## config.mk

```make
export PLATFORM = sky130hd
export DESIGN_NAME = carry_chain_harness_flat
export DESIGN_NICKNAME = d
export VERILOG_FILES = /design/src/rtl/carry_chain_harness_if.sv /design/src/rtl/carry_chain_harness.sv /design/src/flat_wrapper.sv
export SDC_FILE = /design/constraint.sdc
export NUM_CORES = 1
export LEC_CHECK = 0
export BUFFER_PORTS_ARGS = -buffer_cell sky130_fd_sc_hd__buf_2
export CAP_MARGIN = 20
export CORE_MARGIN = 2
export CORE_UTILIZATION = 30
export CTS_CLUSTER_DIAMETER = 30
export DETAILED_ROUTE_END_ITERATION = 16
export SLEW_MARGIN = 10
export SYNTH_ARGS = -nofsm -noshare
export SYNTH_HDL_FRONTEND = slang
export SYNTH_SLANG_ARGS = --single-unit
export TNS_END_PERCENT = 1
```

## constraint.sdc

```tcl
create_clock -name clk -period 3.9 [get_ports clk]
set_clock_uncertainty 0.1 [all_clocks]
set_input_delay 0.195 -clock clk [delete_from_list [all_inputs] [get_ports clk]]
set_output_delay 0.195 -clock clk [all_outputs]
set_load 0.05 [all_outputs]
```

## src/rtl/carry_chain_harness_if.sv

```systemverilog
// Serial access bundle for the carry-chain harness: strobe, data in/out and status.
// The serial output is named dout_ser because `do` is a reserved word.
interface carry_chain_harness_if;
   logic stb;
   logic di;
   logic dout_ser;
   logic din_valid;
   logic err;

   modport master (output stb, output di, input dout_ser, input din_valid, input err);
   modport slave  (input stb, input di, output dout_ser, output din_valid, output err);
endinterface

```

## src/rtl/carry_chain_harness.sv

```systemverilog
// Serial-in/serial-out harness around a vertical chain of CARRY8 cells, with
// a shift-bit counter, load-complete flag and sticky premature-strobe error.

// Behavioural CARRY8: ripple mux chain; DUAL mode splits the chain at bit 4.
module carry8_cell #(
   parameter bit DUAL = 1'b0
) (
   input  logic       ci,
   input  logic       ci_top,
   input  logic [7:0] s,
   input  logic [7:0] di,
   output logic [7:0] o,
   output logic [7:0] co
);
   always_comb begin
      logic carry;
      o     = '0;
      co    = '0;
      carry = ci;
      for (int i = 0; i < 8; i++) begin
         o[i]  = s[i] ^ carry;
         co[i] = s[i] ? carry : di[i];
         // CO[3] still reports the lower-half carry; the upper half restarts from CI_TOP
         carry = (DUAL && i == 3) ? ci_top : co[i];
      end
   end
endmodule

module carry_chain_harness #(
   parameter int          NUM_SLICES = 4,
   parameter logic [15:0] DUAL_MASK  = 16'h0000,
   parameter int          BASE_X     = 67,
   parameter int          BASE_Y     = 330,
   parameter int          DIN_N      = 16 * NUM_SLICES + 2,
   parameter int          DOUT_N     = 16 * NUM_SLICES
) (
   input logic                   clk,
   input logic                   rst,
   carry_chain_harness_if.slave  bus
);
   localparam int N8    = 8 * NUM_SLICES;
   localparam int CNT_W = $clog2(DIN_N + 1);

   if (NUM_SLICES < 1 || NUM_SLICES > 16) begin : g_bad_slices
      $error("carry_chain_harness: NUM_SLICES must be 1..16");
   end
   if (DIN_N < 16 * NUM_SLICES + 2) begin : g_bad_din
      $error("carry_chain_harness: DIN_N too small for the din field map");
   end
   if (DOUT_N < 16 * NUM_SLICES) begin : g_bad_dout
      $error("carry_chain_harness: DOUT_N too small for the dout field map");
   end
   if (BASE_X < 0 || BASE_Y < 0) begin : g_bad_loc
      $error("carry_chain_harness: slice coordinates must be non-negative");
   end

   // Builds "SLICE_X<x>Y<y>" as right-aligned ASCII for the placement attribute.
   function automatic logic [8*24-1:0] loc_name(input int x, input int y);
      logic [8*24-1:0] str;
      int              val;
      int              p;
      str = {136'd0, "SLICE_X"};
      for (int f = 0; f < 2; f++) begin
         val = (f == 0) ? x : y;
         if (f == 1) str = {str[8*23-1:0], "Y"};
         p = 1;
         while (p * 10 <= val) p = p * 10;
         while (p > 0) begin
            str = {str[8*23-1:0], 8'(48 + (val / p) % 10)};
            p   = p / 10;
         end
      end
      return str;
   endfunction

   logic [DIN_N-1:0]  din_shr_reg;
   logic [DIN_N-1:0]  din_reg;
   logic [DOUT_N-1:0] dout_shr_reg;
   logic [DOUT_N-1:0] dout_comb;
   logic [CNT_W-1:0]  shift_cnt_reg;
   logic [CNT_W-1:0]  shift_cnt_next;
   logic              din_valid_reg;
   logic              din_valid_next;
   logic              err_reg;

   genvar gi;
   for (gi = 0; gi < NUM_SLICES; gi++) begin : g_slice
      logic       ci_s;
      logic       ci_top_s;
      logic [7:0] o_s;
      logic [7:0] co_s;

      if (gi == 0) begin : g_head
         assign ci_s = din_reg[0];
      end else begin : g_link
         assign ci_s = g_slice[gi-1].co_s[7];
      end
      assign ci_top_s = DUAL_MASK[gi] ? din_reg[1 + 16 * NUM_SLICES] : 1'b0;

      (* DONT_TOUCH = "TRUE", LOC = loc_name(BASE_X, BASE_Y + gi) *)
      carry8_cell #(
         .DUAL (DUAL_MASK[gi])
      ) u_carry (
         .ci     (ci_s),
         .ci_top (ci_top_s),
         .s      (din_reg[1 + 8 * gi +: 8]),
         .di     (din_reg[1 + N8 + 8 * gi +: 8]),
         .o      (o_s),
         .co     (co_s)
      );

      assign dout_comb[8 * gi +: 8]      = o_s;
      assign dout_comb[N8 + 8 * gi +: 8] = co_s;
   end

   if (DOUT_N > 16 * NUM_SLICES) begin : g_dout_pad
      assign dout_comb[DOUT_N-1:16 * NUM_SLICES] = '0;
   end

   // Counter saturates at DIN_N so a long idle period never re-arms the error.
   always_comb begin
      shift_cnt_next = shift_cnt_reg;
      if (bus.stb) begin
         shift_cnt_next = '0;
      end else if (shift_cnt_reg != CNT_W'(DIN_N)) begin
         shift_cnt_next = shift_cnt_reg + 1'b1;
      end
      din_valid_next = (shift_cnt_next == CNT_W'(DIN_N));
   end

   always_ff @(posedge clk) begin
      if (rst) begin
         din_shr_reg   <= '0;
         din_reg       <= '0;
         dout_shr_reg  <= '0;
         shift_cnt_reg <= '0;
         din_valid_reg <= 1'b0;
         err_reg       <= 1'b0;
      end else begin
         din_shr_reg   <= {din_shr_reg[DIN_N-2:0], bus.di};
         shift_cnt_reg <= shift_cnt_next;
         din_valid_reg <= din_valid_next;
         if (bus.stb) begin
            din_reg      <= din_shr_reg;
            dout_shr_reg <= dout_comb;
            err_reg      <= err_reg | ~din_valid_reg;
         end else begin
            // Idle loopback: the harness echoes its serial input.
            dout_shr_reg <= {dout_shr_reg[DOUT_N-2:0], din_shr_reg[DIN_N-1]};
         end
      end
   end

   assign bus.dout_ser  = dout_shr_reg[DOUT_N-1];
   assign bus.din_valid = din_valid_reg;
   assign bus.err       = err_reg;
endmodule
```

## src/flat_wrapper.sv

```systemverilog
// flat-port wrapper written by rule: the top's interface ports become plain ports
module carry_chain_harness_flat 
#(
   parameter int          NUM_SLICES = 4,
   parameter logic [15:0] DUAL_MASK  = 16'h0000,
   parameter int          BASE_X     = 67,
   parameter int          BASE_Y     = 330,
   parameter int          DIN_N      = 16 * NUM_SLICES + 2,
   parameter int          DOUT_N     = 16 * NUM_SLICES
)
  (clk, rst, bus_stb, bus_di, bus_dout_ser, bus_din_valid, bus_err);
  carry_chain_harness_if bus_i ();
  input logic clk;
  input logic rst;
  input wire logic [$bits(bus_i.stb)-1:0] bus_stb;
  input wire logic [$bits(bus_i.di)-1:0] bus_di;
  output wire logic [$bits(bus_i.dout_ser)-1:0] bus_dout_ser;
  output wire logic [$bits(bus_i.din_valid)-1:0] bus_din_valid;
  output wire logic [$bits(bus_i.err)-1:0] bus_err;
  assign bus_i.stb = bus_stb;
  assign bus_i.di = bus_di;
  assign bus_dout_ser = bus_i.dout_ser;
  assign bus_din_valid = bus_i.din_valid;
  assign bus_err = bus_i.err;
  carry_chain_harness #(.NUM_SLICES(NUM_SLICES), .DUAL_MASK(DUAL_MASK), .BASE_X(BASE_X), .BASE_Y(BASE_Y), .DIN_N(DIN_N), .DOUT_N(DOUT_N)) u_core (.clk(clk), .rst(rst), .bus(bus_i));
endmodule
```

# Word-level counts from Yosys, hierarchy flattened
# Cells that the tools add are included.
dict set report totals {
  register_bits 204
  in_bits 4
  out_inout_bits 3
  wordCells 78
}
dict set report op_classes {
  n_addsub 1
  eq_ne 2
  mux 35
  bitwise 34
}
# cell count
set ops {}
lappend ops {{64-bit 2-to-1 mux} 1}
lappend ops {{1-bit 2-to-1 mux} 32}
lappend ops {{1-bit XOR} 32}
lappend ops {{7-bit 2-to-1 mux} 2}
lappend ops {{7-bit by 1-bit adder with 7-bit output, second input constant} 1}
lappend ops {{7-bit == test, second input constant} 1}
lappend ops {{7-bit != test, second input constant} 1}
lappend ops {{1-bit inverter} 1}
lappend ops {{1-bit bitwise OR} 1}

# Longest topological paths before layout
# Gate-level depths: netlist of run 1.
dict set report logic_depth {
  ltp_word 33
  ltp_mapped 9
  mapped_depth_nobuf 8
}

# By module
# A second synthesis of run 1 with hierarchy kept.
dict set report hier_totals {
  cells_unflattened 712
  hier_area_um2 7519.7
}
# mod n_inst cells_per_inst area_each_um2
set by_module_without_submodules {}
lappend by_module_without_submodules {carry_chain_harness 1 608 6708.9}
lappend by_module_without_submodules {carry8_cell 4 26 202.7}

# Worst setup path after synthesis of run 1
# OpenSTA, ideal clock, no wires.
dict set report synth_path {
  path_type {register to register}
  from {reg u_core.din_reg[1]}
  to {reg u_core.dout_shr_reg[31]}
  setup_ns 0.100
  arrival_ns 2.351
  required_time_ns 3.700
  slack_ns 1.349
  stages_incl_launch_ff 9
  path_buffers 0
  path_cell_list {dfxtp_1 mux2i_4 nand4_4 a31oi_4 o2111ai_4 a2111o_1 a31oi_4 a2111oi_2 a2111oi_4}
}
dict set report synth_via {
  elab_chain_len 33
}
# item line
set synth_rtl {}
lappend synth_rtl {{start, declared} carry_chain_harness.sv:77} ;# logic [DIN_N-1:0] din_reg;
lappend synth_rtl {{start signal, assigned} carry_chain_harness.sv:144} ;# din_reg <= din_shr_reg;
lappend synth_rtl {{1-bit 2-to-1 mux (31 in series)} carry_chain_harness.sv:22} ;# co[i] = s[i] ? carry : di[i];
lappend synth_rtl {{1-bit XOR} carry_chain_harness.sv:21} ;# o[i] = s[i] ^ carry;
lappend synth_rtl {{64-bit 2-to-1 mux} carry_chain_harness.sv:143} ;# if (bus.stb) begin
lappend synth_rtl {{end signal, assigned} carry_chain_harness.sv:145} ;# dout_shr_reg <= dout_comb;
lappend synth_rtl {{end signal, assigned} carry_chain_harness.sv:149} ;# dout_shr_reg <= {dout_shr_reg[DOUT_N-2:0], din_shr_reg[DIN_N-1]};
lappend synth_rtl {{end, declared} carry_chain_harness.sv:78} ;# logic [DOUT_N-1:0] dout_shr_reg;
# No other way between the ends.
# A chain may end at the register's enable or synchronous reset.

# Worst setup path after layout of run 1
# Ends and elaborated chain as after synthesis.

==> results.txt, run 1 <==
The logs give 1.13 ns for the post-layout worst setup margin and 0 for the initial antenna violation count. For the relative contribution of the clock network to total power, the log shows 0.548. In the post-synthesis netlist, the biggest area contributors are sky130_fd_sc_hd__dfxtp_1 (53%), sky130_fd_sc_hd__mux2i_1 (11%), sky130_fd_sc_hd__nor2_1 (7.6%). Sequential cell fraction of total power: 0.425.

Tracing the worst setup path back leads to its startpoint at u_core.din_reg[1]. The final number of max-transition violations was 0. For the data arrival time of the critical path, the log shows 3.11 ns. At the end of routability-driven placement, the weighted congestion stood at 0.779. For the tightest slew margin relative to the limit, the log shows 0.374. The Yosys step of the flow raised 0 warnings. In this run the vertical extent of the chip is 164 µm. The H-tree depth was 1. For the maximum root-to-sink buffer count, the log shows 3.

The routed design could run at a clock period as short as 2.77 ns. For this design, the sink count on the clock tree is 204. The first-pass GRT wire length is 22900 µm. The flip-flop count of the largest register after layout works out to 66. The run finished with clean final reports.

The startpoint identified for the worst register-to-register timing path is u_core.din_reg[1]. The worst slack after detailed placement is 1.14 ns. The critical path is of the register to register type.

The number of enable flip-flop cells after synthesis is 0, and the placed wire-length estimate is 8120 µm. The TritonCTS buffer count was 31; the vias per cell was 4.49. The final number of hold-violating endpoints is 0, and the average size of a mapped cell is 9.86 µm². The clock transition at the register clock pins on the worst setup and hold paths after CTS works out to 0.05 ns. The routed layout has 5073 vias. The tools report the highest clock frequency the design can meet as 361 MHz.

The top-area cell type share of the netlist area was 0.530; the depth of the most critical reg-to-reg path was 8. The fraction of registers with async set or reset after synthesis is 0. The total negative slack is 0 ns, and the post-layout total power is 4.98 mW. The tools report the initial core utilization as 0.306. TritonCTS built the clock tree. For the number of placement rows, the log shows 58. The setup check on the worst reg-to-reg path leaves a slack of 1.13 ns. The share of the cycle needed by the critical path after routing came out at 0.711.

After detailed routing, the number of remaining DRC violations is 0. Of all nets on the critical path, the largest fanout is 5. After the last flow step, the layout net total stands at 785. The capture instance of the worst register-to-register path was u_core.dout_shr_reg[31]. Setup repair after global routing left no endpoint under its margin. The post-cts gate resize count was 0; the internal power of the cells was 3.93 mW.

The area enclosed by the die boundary is 0.0270 mm². The clock reaches the later pin of the worst-skew pair after 0.53 ns. In this run the tool buffered the top-level ports with 6 buffer cells. For the number of top-level pins, the log shows 7.

The most critical setup path has its endpoint at u_core.dout_shr_reg[31]. STA classifies the critical path startpoint as a register. For the synthesized instance count, the log shows 781. Compared with the post-synthesis result, the final layout area differs by 17.7%.

Portion of the post-synthesis area used by sequential elements: 0.530. The logs give 0.026 for the power share of the combinational group and 0.000439 V for the maximum ir drop on the vdd rail. The finished cells cover 0.00906 mm². The tools report the via count of the first global-routing pass as 4730. After clock tree synthesis, the setup repair step added 0 buffers.

The area of the mapped netlist was 0.00770 mm²; the routed wirelength normalized by instance count was 12.1 µm. In this run the static leakage power is 3.50 nW. The tools report the maximum number of pins on one net before global-route repair as 135. The fraction of power spent switching nets is 0.211. The width of the die was 164 µm. The most instantiated flip-flop cell in the synthesis netlist was sky130_fd_sc_hd__dfxtp_1. The transition at the pin with the smallest max-transition slack was 0.940 ns; the required time of the critical path was 4.24 ns. The wire length after detailed routing is 13700 µm. The first TritonRoute pass finished after 4 iterations. For the count of antenna-violating nets left after detailed routing, the log shows 0. Synthesis produced a netlist with a net count of 787.

STA classifies the critical path endpoint as a register. The total area inside the core boundary comes to 0.0252 mm². After synthesis, the most frequently instantiated cells are sky130_fd_sc_hd__dfxtp_1 (204), sky130_fd_sc_hd__nor2_1 (155), sky130_fd_sc_hd__mux2i_1 (85), sky130_fd_sc_hd__nor2b_1 (72), sky130_fd_sc_hd__clkbuf_1 (39).

The number of distinct library cells after synthesis was 54. 0 antenna diodes ended up in the layout. The min-delay analysis places its worst path in the category input pin to register.

The biggest area contributor in the post-synthesis netlist is sky130_fd_sc_hd__dfxtp_1. Setup violations remaining at the end of the flow were counted as 0. The analysis attributes to net switching a power of 1.05 mW. Yosys instantiated no cell more often than sky130_fd_sc_hd__dfxtp_1. Number of maximum-capacitance violations: 0.

The cell sitting at the root of the clock tree is a sky130_fd_sc_hd__clkbuf_16. Power spread over the standard cell area amounts to 550 mW/mm². After synthesis the netlist holds a flip-flop and latch count of 204.

The sum of overflow across all layers after global routing is 0, and the total routing resource utilization after global routing is 0.103. The count of routing violations after the opening detailed-route iteration is 303. The share of final-layout standard cells stronger than drive strength 1 came out at 0.0949. The tools report the post-detailed-placement cell area as 0.00801 mm².
## layout make-up
type                       count  area, µm²
inverter                      13       48.8
tap                          330        413
multi-input combinational    519       3400
sequential                   204       4080
fill                        2523      16100
clock buffer                  37        828
clock inverter                18        215
timing repair buffer          10       75.1
## power by group through the flow
stage / Clock, mW / Sequential (mW) / Combinational (mW)
finish: 2.73 / 2.12 / 0.132
CTS: 2.79 / 2.12 / 0.135
global route: 2.90 / 2.12 / 0.146
global placement: 0 / 2.16 / 0.133
detailed placement: 0 / 2.16 / 0.133
floorplan: 0 / 2.16 / 0.108
## metrics by stage
| step | std cells | utilization | hold slack, ns |
|---|---|---|---|
| 2_1_floorplan | 781 | - | 0.223 |
| 3_3_place_gp | 1075 | 0.318 | 0.310 |
| 3_5_place_dp | 1075 | 0.318 | 0.311 |
| 4_1_cts | 1131 | 0.360 | 0.0989 |
| 5_1_grt | 1131 | 0.360 | 0.128 |
| 6_report | 1131 | 0.360 | 0.114 |
## worst max-delay path, stage by stage, from the launching register on
cell	delay, ns
sky130_fd_sc_hd__dfxtp_1	0.42
sky130_fd_sc_hd__mux2i_4	0.34
sky130_fd_sc_hd__nand4_4	0.15
sky130_fd_sc_hd__a31oi_4	0.30
sky130_fd_sc_hd__o2111ai_4	0.17
sky130_fd_sc_hd__a2111o_1	0.47
sky130_fd_sc_hd__a31oi_4	0.28
sky130_fd_sc_hd__a2111oi_2	0.12
sky130_fd_sc_hd__a2111oi_4	0.31
## what timing repair did
action	in CTS	in global routing
hold buffers	1	0
hold endpoints to repair	1	0
endpoints found under the setup margin	0	0
## cells in the final DEF (no fill, tap or decap), types with 3 or more instances in the layout
cell and instances:
sky130_fd_sc_hd__a211oi_1 28, sky130_fd_sc_hd__a21oi_1 20, sky130_fd_sc_hd__a22o_1 7, sky130_fd_sc_hd__a31oi_1 8
sky130_fd_sc_hd__and3_1 3, sky130_fd_sc_hd__buf_2 4, sky130_fd_sc_hd__buf_4 3, sky130_fd_sc_hd__bufinv_16 4
sky130_fd_sc_hd__clkbuf_1 3, sky130_fd_sc_hd__clkbuf_16 31, sky130_fd_sc_hd__clkbuf_8 3, sky130_fd_sc_hd__clkinv_2 7
sky130_fd_sc_hd__clkinv_4 3, sky130_fd_sc_hd__dfxtp_1 204, sky130_fd_sc_hd__inv_1 12, sky130_fd_sc_hd__inv_6 3
sky130_fd_sc_hd__mux2i_1 85, sky130_fd_sc_hd__nand2_1 22, sky130_fd_sc_hd__nand2b_1 6, sky130_fd_sc_hd__nand3_1 9
sky130_fd_sc_hd__nand4_1 3, sky130_fd_sc_hd__nor2_1 155, sky130_fd_sc_hd__nor2b_1 72, sky130_fd_sc_hd__nor3_1 7
sky130_fd_sc_hd__nor3b_1 7, sky130_fd_sc_hd__o21a_1 3, sky130_fd_sc_hd__o21ai_0 11, sky130_fd_sc_hd__xnor2_1 25
sky130_fd_sc_hd__xor2_1 9
## worst min-delay path by stage
stage | start | end | slack, ns | cells past startpoint
floorplan | bus_di | u_core.din_shr_reg[0] | 0.22 | 1
global placement | bus_di | u_core.din_shr_reg[0] | 0.31 | 2
CTS | bus_stb | u_core.dout_shr_reg[7] | 0.1 | 3
global route | bus_stb | u_core.dout_shr_reg[37] | 0.13 | 3
detailed placement | bus_di | u_core.din_shr_reg[0] | 0.31 | 2
finish | bus_stb | u_core.din_reg[21] | 0.11 | 3
## kinds of logic after synthesis
group,after synthesis,share of synthesized area
compound gates,105,0.105
xor+xnor,34,0.0387
fa+ha+maj,2,0.00325
buf+inv,58,0.0284
flops,204,0.530
mux,86,0.113
simple gates,292,0.181
## routing by layer
layer	wire length, µm	share of wire	track usage	vias up
met4	257	0.019	0.0339	0
li1	-	-	-	2655
met5	0	0	0	-
met1	7080	0.52	0.141	2343
met3	540	0.040	0.0280	21
met2	5770	0.42	0.154	54
Power figures use the tool's default switching activity.
==> run 2: changes to the inputs <==
--- a/config.mk
+++ b/config.mk
@@ -5,6 +5,7 @@
 export SDC_FILE = /design/constraint.sdc
 export NUM_CORES = 1
 export LEC_CHECK = 0
+export ABC_AREA = 1
 export BUFFER_PORTS_ARGS = -buffer_cell sky130_fd_sc_hd__buf_2
 export CAP_MARGIN = 20
 export CORE_MARGIN = 2
==> constraint.sdc (replaced) <==
create_clock -name clk -period 2.8 [get_ports clk]
set_clock_uncertainty 0.1 [all_clocks]
set_input_delay 0.14 -clock clk [delete_from_list [all_inputs] [get_ports clk]]
set_output_delay 0.14 -clock clk [all_outputs]
set_load 0.05 [all_outputs]
==> results.txt, run 2 <==
The endpoint identified for the worst register-to-register timing path is u_core.dout_shr_reg[13]. The total negative slack was -10.88 ns. The tightest slew margin relative to the limit came out at 0.590. The cell count after synthesis came out at 869. In this run the power density over the cells is 780 mW/mm². The wire length after detailed routing is 16000 µm.

For the count of antenna-violating nets left after detailed routing, the log shows 0. The worst register-to-register path begins at u_core.din_reg[1]. The fraction of power spent switching nets works out to 0.225. Worst-case hold slack: 0.0840 ns. The top-area cell type share of the netlist area works out to 0.545. Cell internal power was estimated by the tool at 6.14 mW.

The slowest stage of the critical path belongs to the cell sky130_fd_sc_hd__dfxtp_4. For the pin with the worst max-slew slack, the measured transition is 0.616 ns. In the routed layout, each cell is associated on average with a via count of 4.47. The logs give 0.375 for the sequential cell fraction of total power and 0 for the Yosys warning count. The worst path in the final design needs a cycle of 3.70 ns, including I/O delays and setup. The fraction of registers with async set or reset after synthesis is 0, and the worst-skew pair later-pin latency is 0.51 ns. Post-layout total power: 7.93 mW. The required time of the critical path was 3.15 ns; the final number of max-transition violations was 0. The logs give 0.600 for the relative contribution of the clock network to total power and 5954 for the via count of the first global-routing pass. The delay contributed by the slowest stage of the critical path came out at 0.36 ns. The number of placement rows was 57; the number of port buffers was 6. The static power due to leakage is 4.04 nW, and the share of the cycle needed by the critical path after routing is 1.32. Along the worst hold path, the cell count comes to 4. The class of the tightest hold or removal check is input pin to register.

By area the synthesized netlist is led by sky130_fd_sc_hd__dfxtp_1 (54%), sky130_fd_sc_hd__inv_1 (8.1%), sky130_fd_sc_hd__nand3_2 (8.0%). For this run, the detailed router's first-pass iteration total came to 4. VDD sags by at most 0.000424 V.

The root buffer cell was sky130_fd_sc_hd__clkbuf_16. The tools report the number of distinct library cells after synthesis as 23. In this run the count of I/O pins placed on the die edge is 7. The checks that failed: negative setup slack. For the total of endpoints with negative setup slack in the final report, the log shows 24. For the post-layout worst setup margin, the log shows -0.902 ns. The cell that appears most often on the critical path is sky130_fd_sc_hd__buf_4. In this run the register-to-register setup slack is -0.90 ns. Synthesis produced a netlist with a net count of 875. The placed wire-length estimate is 9350 µm. The count of state elements after synthesis is 204, and the number of clock sinks is 204. STA classifies the critical path startpoint as a register. For this design the total switching power over the nets is 1.79 mW. Across the whole layout, storage elements account for 0.00410 mm². The first global-routing pass estimated 27000 µm of wire. The flip-flop count of the largest register after layout works out to 66. After synthesis, the mean cell area works out to 8.63 µm². Count of routing violations after the opening detailed-route iteration: 336.

The synthesized design spends more area on one cell type than any other, namely sky130_fd_sc_hd__dfxtp_1. The tools report the kind of end point of the critical path as a register. For this run, design rule violations remaining after detail routing come to 0. The clock transition at the register clock pins on the worst setup and hold paths after CTS came out at 0.05 ns. The detailed-route via count is 6045. Among all flip-flop cells after synthesis, the most frequent one is sky130_fd_sc_hd__dfxtp_1.

The initial antenna violation count is 0. The library cell used most frequently in the layout, excluding fill and tap cells, is sky130_fd_sc_hd__dfxtp_1. The dominant cell by count in the synthesized netlist is sky130_fd_sc_hd__dfxtp_1. The number of maximum-capacitance violations was 0.

The area enclosed by the die boundary was 0.0263 mm². For hold timing, the worst endpoint is u_core.dout_shr_reg[63]. The launching element of the worst setup path was u_core.din_reg[1]. The layout filler cell count is 2359, and the depth of the most critical reg-to-reg path is 32.

Setup repair after global routing could not meet its margin everywhere. Dividing the detail-routed wire length by the instance count gives 11.9 µm. The top cell types in the final layout, fill and taps aside, are sky130_fd_sc_hd__dfxtp_1 (199), sky130_fd_sc_hd__inv_1 (158), sky130_fd_sc_hd__buf_4 (123).

Critical setup path kind: register to register. Compared with the post-synthesis result, the final layout area differs by 35.6%. The multi-input combinational cells in the finished layout cover a total of 0.00268 mm². Entering global routing, the biggest net connects 66 pins. The floorplan step set the die height to 162 µm. The final net count was 1005.

The run gives 0.545 as the portion of the post-synthesis area used by sequential elements. The maximum net fanout on the critical path was 3; the final number of hold-violating endpoints was 0. The H-tree generated during clock tree synthesis spans 2 levels. The data arrival time of the critical path came out at 4.05 ns. The synthesized design contains 0 enable-type register cells.

The logs give 0 for the sum of overflow across all layers after global routing and 0 for the antenna diode count. The run gives 0.416 as the utilization of the core after routing. The share of final-layout standard cells stronger than drive strength 1 is 0.273. The tools report the maximum root-to-sink buffer count as 3.

The run finished, with violations left. The startpoint identified for the worst hold timing path is bus_stb. Once layout is done, the placed cells without fillers occupy 0.0102 mm². The power share of the combinational group is 0.025, and the total routing resource utilization after global routing is 0.122. Summing every instance area after synthesis gives 0.00750 mm².

The run gives 0.307 as the initial core utilization. The width of the die came out at 162 µm. After detailed placement, the total cell area comes to 0.00828 mm².

The commonest cells after synthesis are sky130_fd_sc_hd__dfxtp_1 (204), sky130_fd_sc_hd__inv_1 (162), sky130_fd_sc_hd__nand2_1 (82), sky130_fd_sc_hd__nor2_1 (81), sky130_fd_sc_hd__o22ai_1 (64). For the TritonCTS buffer count, the log shows 40. TritonCTS built the clock tree. At the end of routability-driven placement, the weighted congestion stood at 0.784. Timing would allow up to 270 MHz.

After floorplanning, the core was sized to cover 0.0245 mm².
run 2: worst max path at each step:
stage | depth (start not counted) | endpoint | slack [ns]
final | 32 | u_core.dout_shr_reg[13] | -0.90
after global routing | 32 | u_core.dout_shr_reg[13] | -1.08
after CTS | 36 | u_core.dout_shr_reg[31] | -0.74
after detailed placement | 35 | u_core.dout_shr_reg[29] | -0.76
after global placement | 35 | u_core.dout_shr_reg[29] | -0.63
after floorplan | 36 | u_core.dout_shr_reg[31] | -0.39
run 2: cell type report:
| cell class | instances | share of cell area |
|---|---|---|
| sequential | 204 | 0.403 |
| multi-input combinational | 457 | 0.264 |
| clock buffer | 43 | 0.103 |
| timing repair buffer | 131 | 0.0972 |
| inverter | 165 | 0.0612 |
| tap | 324 | 0.0399 |
| clock inverter | 29 | 0.0325 |
run 2: critical path: cells and delay by family (launching register included):
family,cells,cell delay [ns]
buf+inv,16,1.88
flops,1,0.36
simple gates,15,1.20
compound gates,1,0.11
run 2: power groups by stage:
stage                     Sequential (mW)  Clock, mW  Combinational [mW]
after global routing                 2.98       5.01               0.223
final                                2.98       4.76               0.197
after detailed placement             3.03          0               0.194
after CTS                            2.98       4.86               0.198
after floorplan                      3.03          0               0.141
after global placement               3.03          0               0.194
run 2: repair_timing:
action,CTS,global route
setup buffers,47,12
pin swaps,10,13
gates resized for setup,6,9
hold endpoints to repair,21,0
hold buffers,2,0
setup endpoints to repair,20,28
cloned,0,0
run 2: per-stage QoR:
stage          instances  worst slack (ns)
6_report            1353            -0.902
5_1_grt             1353             -1.08
4_1_cts             1341            -0.739
3_5_place_dp        1220            -0.759
3_3_place_gp        1220            -0.634
2_1_floorplan        869            -0.387
run 2: kinds of logic (layout without fill, tap and decap cells):
group | after synthesis | count (layout) | share of synthesized area
adders and majority gates | 2 | 2 | 0.00334
buffers and inverters | 208 | 368 | 0.104
and+or+nand+nor | 273 | 273 | 0.196
DFF | 204 | 204 | 0.545
AOI/OAI and AO/OA | 178 | 178 | 0.147
xor gates and xnor gates | 4 | 4 | 0.00467
run 2: metal layers:
layer | part of all wire | wire (µm) | global-route usage
met5 | 0 | 0 | 0
met4 | 0.033 | 527 | 0.0563
met3 | 0.036 | 580 | 0.0263
met2 | 0.47 | 7550 | 0.210
met1 | 0.46 | 7380 | 0.147
